### src/rtl/quantum_int_ctrl_pkg.sv
// Shared definitions for the quantum timer: FSM state encoding, the control-unit
// opcodes that drive it, and the default counter width.
package quantum_int_ctrl_pkg;

   typedef enum logic [1:0] {
      IDLE    = 2'd0,
      COUNT   = 2'd1,
      PENDING = 2'd2,
      SERVICE = 2'd3
   } state_e;

   localparam logic [5:0] OP_WRITEI  = 6'b011100;
   localparam logic [5:0] OP_WRITEPC = 6'b011101;

   localparam int QNT_CNT_W_DEFAULT = 32;

endpackage

### src/rtl/quantum_int_ctrl_qnt_counter.sv
// Quantum register plus retired-instruction counter; flags the instruction
// that will complete the quantum.
module quantum_int_ctrl_qnt_counter
   import quantum_int_ctrl_pkg::*;
#(
   parameter int CNT_W = QNT_CNT_W_DEFAULT
) (
   input  logic             clk,
   input  logic             reset,
   input  logic             en,
   input  logic             clr,
   input  logic             load,
   input  logic [CNT_W-1:0] load_val,
   output logic [CNT_W-1:0] quantum,
   output logic [CNT_W-1:0] count,
   output logic             hit
);

   // One extra bit keeps count+1 from wrapping when quantum is all ones.
   assign hit = (({1'b0, count} + (CNT_W+1)'(1)) == {1'b0, quantum});

   always_ff @(posedge clk) begin
      if (reset) begin
         quantum <= '0;
         count   <= '0;
      end else if (load) begin
         quantum <= load_val;
         count   <= '0;
      end else if (clr) begin
         count <= '0;
      end else if (en) begin
         count <= count + 1'b1;
      end
   end

endmodule

### src/rtl/quantum_int_ctrl.sv
// Quantum preemption timer: counts retired instructions, raises int_sig on
// expiry, holds it until the decoder acknowledges, and captures the interrupted PC.
module quantum_int_ctrl
   import quantum_int_ctrl_pkg::*;
#(
   parameter int CNT_W      = QNT_CNT_W_DEFAULT,
   parameter int ADDR_W     = 32,
   parameter bit AUTO_REARM = 1'b0
) (
   input  logic              clk,
   input  logic              reset,
   input  logic              instr_valid,
   input  logic              halt,
   input  logic              write_i,
   input  logic [CNT_W-1:0]  wr_data,
   input  logic              stop_qnt,
   input  logic [ADDR_W-1:0] pc_in,
   output logic              int_sig,
   output logic [ADDR_W-1:0] saved_pc,
   output logic              armed,
   output logic [CNT_W-1:0]  count
);

   state_e           state_q, state_d;
   logic             cnt_en, cnt_clr, cnt_load, hit;
   logic [CNT_W-1:0] quantum;

   quantum_int_ctrl_qnt_counter #(.CNT_W(CNT_W)) u_cnt (
      .clk      (clk),
      .reset    (reset),
      .en       (cnt_en),
      .clr      (cnt_clr),
      .load     (cnt_load),
      .load_val (wr_data),
      .quantum  (quantum),
      .count    (count),
      .hit      (hit)
   );

   always_comb begin
      state_d  = state_q;
      cnt_en   = 1'b0;
      cnt_clr  = 1'b0;
      cnt_load = 1'b0;
      case (state_q)
         IDLE: begin
            if (write_i && (wr_data != '0)) begin
               cnt_load = 1'b1;
               state_d  = COUNT;
            end
         end
         COUNT: begin
            // A software rewrite beats an expiry landing on the same edge.
            if (write_i) begin
               if (wr_data != '0) cnt_load = 1'b1;
               else               state_d  = IDLE;
            end else if (instr_valid && !halt) begin
               cnt_en = 1'b1;
               if (hit) state_d = PENDING;
            end
         end
         PENDING: begin
            if (stop_qnt) state_d = SERVICE;
         end
         SERVICE: begin
            if (AUTO_REARM) begin
               cnt_clr = 1'b1;
               state_d = COUNT;
            end else begin
               state_d = IDLE;
            end
         end
         default: state_d = IDLE;
      endcase
   end

   // Outputs are registered from the next state so they line up with the transition edge.
   always_ff @(posedge clk) begin
      if (reset) begin
         state_q  <= IDLE;
         int_sig  <= 1'b0;
         armed    <= 1'b0;
         saved_pc <= '0;
      end else begin
         state_q <= state_d;
         int_sig <= (state_d == PENDING);
         armed   <= (state_d == COUNT) || (state_d == PENDING);
         if ((state_q == PENDING) && stop_qnt) saved_pc <= pc_in;
      end
   end

endmodule

### config.mk
export PLATFORM = sky130hd
export DESIGN_NAME = quantum_int_ctrl
export DESIGN_NICKNAME = d
export VERILOG_FILES = /design/src/rtl/quantum_int_ctrl_pkg.sv /design/src/rtl/quantum_int_ctrl_qnt_counter.sv /design/src/rtl/quantum_int_ctrl.sv
export SDC_FILE = /design/constraint.sdc
export NUM_CORES = 1
export LEC_CHECK = 0
export BUFFER_PORTS_ARGS = -buffer_cell sky130_fd_sc_hd__buf_2
export CELL_PAD_IN_SITES_DETAIL_PLACEMENT = 0
export CELL_PAD_IN_SITES_GLOBAL_PLACEMENT = 2
export CORE_ASPECT_RATIO = 1.1
export CORE_MARGIN = 5
export CORE_UTILIZATION = 27
export CTS_CLUSTER_SIZE = 12
export DETAILED_ROUTE_END_ITERATION = 7
export PLACE_DENSITY = 0.87
export SYNTH_ARGS = -nofsm -noshare
export SYNTH_HDL_FRONTEND = slang
export SYNTH_SLANG_ARGS = --single-unit
### constraint.sdc
create_clock -name clk -period 3.2 [get_ports clk]
set_input_delay 0.32 -clock clk [delete_from_list [all_inputs] [get_ports clk]]
set_output_delay 0.32 -clock clk [all_outputs]
set_load 0.005 [all_outputs]
After elaboration in Yosys (flattened, before gate mapping). Index checks and enable logic that the tools add are counted.

Bits in registers: 100. Latch bits: 0. RAM bits: 0. Memory bits (read-only): 0. Output and inout port bits: 66. Logic and storage cells: 36. Memories: 0.

Add/subtract/negate cells: 2. $mul: 0. Divide/modulo/power cells: 0. Order comparisons: 0. Equal/unequal tests: 6. Shifts and indexed selects: 0. Muxes and demuxes: 14. Bitwise operators: 0. Reductions and logical operators: 8.

Operators by type and width (number): 32-bit by 1-bit adder with 33-bit output (second input constant) (1); 33-bit by 32-bit equality test with 1-bit output (1); 32-bit by 1-bit adder with 32-bit output (second input constant) (1); 32-bit nonzero test (1); 2-bit 2-to-1 mux (6); 2-bit one-hot mux with 4 select lines (1); 2-bit equality test (second input constant) (3); 1-bit 2-to-1 mux (6); 2-bit by 1-bit equality test with 1-bit output (second input constant) (2); 1-bit logical AND (3); 2-bit zero test (1); 1-bit one-hot mux with 2 select lines (1); 2-bit OR reduction (1); 1-bit zero test (1); 1-bit logical OR (1).

Longest topological paths before layout.
Word-level depth: 8. Mapped depth: 12. Gate-level depth less buffers: 11.

Hierarchy. Synthesis repeated with hierarchy kept, for this count alone.

Cells, all modules: 571. Area total of the unflattened synthesis: 4819.6 µm².

Modules (own cells, without submodules): quantum_int_ctrl_qnt_counter (times used 1, cells an instance 401, area each 3459.6 µm²); quantum_int_ctrl (times used 1, cells an instance 170, area each 1360.1 µm²).

Least setup slack after synthesis. Ideal clock, no wire load.

Path kind: flip-flop to flip-flop. Start: register u_cnt.count[0]. End: register armed. Library setup time: 0.067 ns. Arrival: 3.153 ns. Data required time: 3.133 ns. Path slack: -0.019 ns. Cell stages (with the launch flop): 13. Period minus slack after synthesis: 3.219 ns. Path through: dfxtp_1 -> ha_1 -> nand3_2 -> buf_6 -> nor4_4 -> nand4_2 -> or3_4 -> a211oi_2 -> nand4_1 -> or4_4 -> a21oi_2 -> ha_1 -> nor2_1.

Longest elaborated chain between the ends: 8.

RTL lines: start: declaration (RTL line quantum_int_ctrl_qnt_counter.sv:15) `output logic [CNT_W-1:0] count,`; start signal: assignment (RTL line quantum_int_ctrl_qnt_counter.sv:32) `count <= count + 1'b1;`; 32-bit by 1-bit adder with 33-bit output (*) (RTL line quantum_int_ctrl_qnt_counter.sv:20) `assign hit = (({1'b0, count} + (CNT_W+1)'(1)) == {1'b0, quantum});`; 33-bit by 32-bit equality test with 1-bit output (*) (RTL line quantum_int_ctrl_qnt_counter.sv:20); 2-bit 2-to-1 mux (*) (RTL line quantum_int_ctrl.sv:59) `if (hit) state_d = PENDING;`; 2-bit 2-to-1 mux (*) (RTL line quantum_int_ctrl.sv:57) `end else if (instr_valid && !halt) begin`; 2-bit 2-to-1 mux (*) (RTL line quantum_int_ctrl.sv:54) `if (write_i) begin`; 2-bit one-hot mux with 4 select lines (*) (RTL line quantum_int_ctrl.sv:45) `case (state_q)`; 2-bit by 1-bit equality test with 1-bit output or 2-bit equality test (tied branches) (RTL line quantum_int_ctrl.sv:87) `armed <= (state_d == COUNT) || (state_d == PENDING);`; 1-bit logical OR (*) (RTL line quantum_int_ctrl.sv:87); end signal: assignment (RTL line quantum_int_ctrl.sv:87); end: declaration (RTL line quantum_int_ctrl.sv:20) `output logic armed,`.

Mark *: on every way between the ends. The rest lies on a longest branch, timed or not. A chain may end at the register's enable or synchronous reset.

Worst setup path after layout.
Start: register u_cnt.count[3]. End: register armed.

The elaborated chain is that of the path after synthesis.

==> results.sh <==
export IMPL_cap_violations=0
export IMPL_num_rows=53
export IMPL_status="finished, final reports clean"
export IMPL_syn_inst=637
export IMPL_leakage_nw=2.86
export IMPL_cts_sinks=100
export IMPL_cts_tree="done"
export IMPL_critPathMaxFanout=6
export IMPL_dpl_cell_count=1031
export IMPL_cts_made_buffers=9
export IMPL_fin_crit_ns=3.05
export IMPL_wl_per_cell_microns=15.6
export IMPL_grt_max_degree=58
export IMPL_start_util_pct=27.2
export IMPL_remaining_drc_errors=0
export IMPL_clk_pin_slew_worst_paths_ns=0.07
export IMPL_drtIter0Drc=268
export IMPL_synth_seq_area_share_pct=38.8
export IMPL_io_pins=136
export IMPL_routed_wl_microns=16400
export IMPL_hpwlAfterDp_microns=12900
export IMPL_cts_root_buf="clkbuf_16"
export IMPL_total_power_mw=2.60
export IMPL_worstMarginPinSlew_ns=0.675
export IMPL_yosysTopAreaCellShare_pct=38.8
export IMPL_syn_num_nets=709
export IMPL_netlist_area_sq_mm=0.00517
export IMPL_vias=5011
export IMPL_htree_levels=3
export IMPL_coreArea_sq_mm=0.0190
export IMPL_p_per_area_mw_per_mm2=382
export IMPL_grt_use_total_pct=14.8
export IMPL_drive_above_1_share_pct=31.1
export IMPL_worstSkewPairLatency_ns=0.35
export IMPL_arrival_ns=3.34
export IMPL_nets=873
export IMPL_n_antenna_cell=0
export IMPL_slew_headroom_pct=55.0
export IMPL_clock_path_buffers=2
export IMPL_final_core_util_pct=35.8
export IMPL_viasPerCell=4.76
export IMPL_fmax_mhz=328
export IMPL_crit_required_ns=3.49
export IMPL_whs_ns=0.195
export IMPL_routabilityCongestion=0.830
export IMPL_hold_class="primary input to flop"
export IMPL_final_cells=1053
export IMPL_hold_viol=0
export IMPL_fin_skew_ns=0.00739
export IMPL_dr_pass1_iters=4
export IMPL_period_share_pct=95.3
export IMPL_fill_cells=2032
export IMPL_ctsHoldBuffers=0
export IMPL_final_antenna_net_count=0
export IMPL_antenna_found_initial=0
export IMPL_synth_area_per_cell_sq_um=8.11
export IMPL_grt_pass1_vias=4845
export IMPL_overflow=0
export IMPL_die_area_sq_mm=0.0220
export IMPL_io_buffers=135
export IMPL_crit_type="flop to flop"
export IMPL_die_h_microns=155
export IMPL_drv_slew=0
export IMPL_yosys_warnings=0
export IMPL_fin_tns_setup_ns=0
export IMPL_die_w_microns=142
export IMPL_synth_distinct_cells=66
export IMPL_areaGrowthSynthToFinish_pct=31.5
export IMPL_yosys_area_top_type="dfxtp_1"
export IMPL_grt_pass1_wl_microns=25800
export IMPL_synth_seq_cells=100
export IMPL_start_kind="flop"
export IMPL_finalSetupViolations=0
export IMPL_cp_end_kind="flop"
export IMPL_yosys_top_cells_area="dfxtp_1 39%, nand2_1 7.5%, mux2i_1 6.6%"
export IMPL_ir_drop_uv=258
[worst paths after layout]
path | from | endpoint | slack, ns | cells after the start
max | u_cnt.count[3]$_SDFFE_PP0P_ | armed$_SDFF_PP0_ | 0.15 | 11
min | pc_in[20] | saved_pc[20]$_SDFFE_PP0P_ | 0.19 | 3
max reg2reg | u_cnt.count[3]$_SDFFE_PP0P_ | armed$_SDFF_PP0_ | 0.15 | 11
min reg2reg | saved_pc[3]$_SDFFE_PP0P_ | saved_pc[3]$_SDFFE_PP0P_ | 0.45 | 2
[critical path, cell delays in order, from the launching register on]
cell,delay (ns)
dfxtp_1,0.39
buf_4,0.17
xor2_1,0.22
xnor2_1,0.16
nor4b_1,0.41
nand4_1,0.13
nand4b_1,0.17
or4_1,0.40
or4_4,0.45
a21oi_2,0.15
ha_1,0.23
nor2_1,0.09
[metal layers]
metal | GRT usage, % | vias up | wire length [microns]
li1 | - | 2532 | -
met1 | 19.9 | 2355 | 7760
met2 | 24.3 | 114 | 7710
met3 | 3.01 | 10 | 803
met4 | 3.88 | 0 | 177
met5 | 0 | - | 0
[cell type report]
cell class                      count  area, sq um  area share, %
Multi-Input combinational cell    490         3040           44.8
Sequential cell                   100         2010           29.6
Timing Repair Buffer              194         1120           16.5
Tap cell                          247          309           4.55
Clock buffer                        9          225           3.31
Clock inverter                      7         65.1          0.957
Inverter                            6         22.5          0.331
[sequential cells by signal (all words and copies together) (netlist names)]
| signal | flops |
|---|---|
| u_cnt.quantum | 32 |
| saved_pc | 32 |
| armed | 1 |
| int_sig | 1 |
| state_q | 2 |
| u_cnt.count | 32 |
[cell usage in the layout (no fill, tap or decap), drive strengths merged, types with 3 or more instances in the layout]
cell	n
nand2	104
nor2b	5
mux2i	34
buf	194
or4	6
xor2	24
nor2	75
nand2b	3
nand4	19
a31oi	3
inv	11
nor4	15
nand3	20
a21oi	51
nor3	20
xnor2	34
or3b	4
dfxtp	100
or3	11
o21ai	17
clkbuf	9
and3	5
a211oi	4
nand4b	5
[what timing repair did]
| item | 4_1_cts | 5_1_grt |
|---|---|---|
| hold endpoints to repair | 0 | 0 |
| setup buffers | 0 | 6 |
| gates resized for setup | 0 | 23 |
| setup endpoints to repair | 0 | 2 |
[per-stage QoR]
step,cell area [sq um],worst slack (ns)
after floorplan,5170,0.0225
after global placement,6390,0.0724
after detailed placement,6390,0.0341
after CTS,6680,0.0190
after global routing,6800,-0.00615
final,6800,0.150
[cell families (layout without fill, tap and decap cells)]
| logic type | after synthesis | count (layout) | share of synthesized area [%] |
|---|---|---|---|
| xor+xnor | 58 | 58 | 9.83 |
| simple gates | 304 | 304 | 29.9 |
| fa+ha+maj | 2 | 2 | 0.484 |
| compound gates | 92 | 92 | 10.5 |
| mux | 34 | 34 | 6.59 |
| buf+inv | 47 | 216 | 3.92 |
| flops | 100 | 100 | 38.8 |
[where the power goes]
part           switching (mW)  total (mW)  internal [mW]  leakage [nW]
combinational           0.119       0.224          0.106          1.90
sequential             0.0244        1.29           1.27         0.817
clock                   0.529        1.08          0.549         0.141
[cell usage after synthesis, drive strengths merged]
cell / instances
or4: 6
dfxtp: 100
o211ai: 1
inv: 6
nor4b: 2
o31ai: 2
nand2: 104
o21bai: 2
and4: 2
a31o: 2
a221o: 1
o2111ai: 1
nor4: 15
and4b: 1
o21a: 1
and2b: 1
o21ai: 17
ha: 2
o211a: 1
buf: 13
nand2b: 3
a21o: 2
o311a: 1
a221oi: 1
and2: 2
nand3: 20
o22ai: 1
xnor2: 34
clkbuf: 28
nand4: 19
or3b: 4
mux2i: 34
and3: 5
or2: 2
a31oi: 3
a211oi: 4
nor2b: 5
nor2: 75
nand4b: 5
o2bb2ai: 1
a21oi: 51
nor3: 20
xor2: 24
or3: 11
nand3b: 2
(Power assumes the default switching activity.)
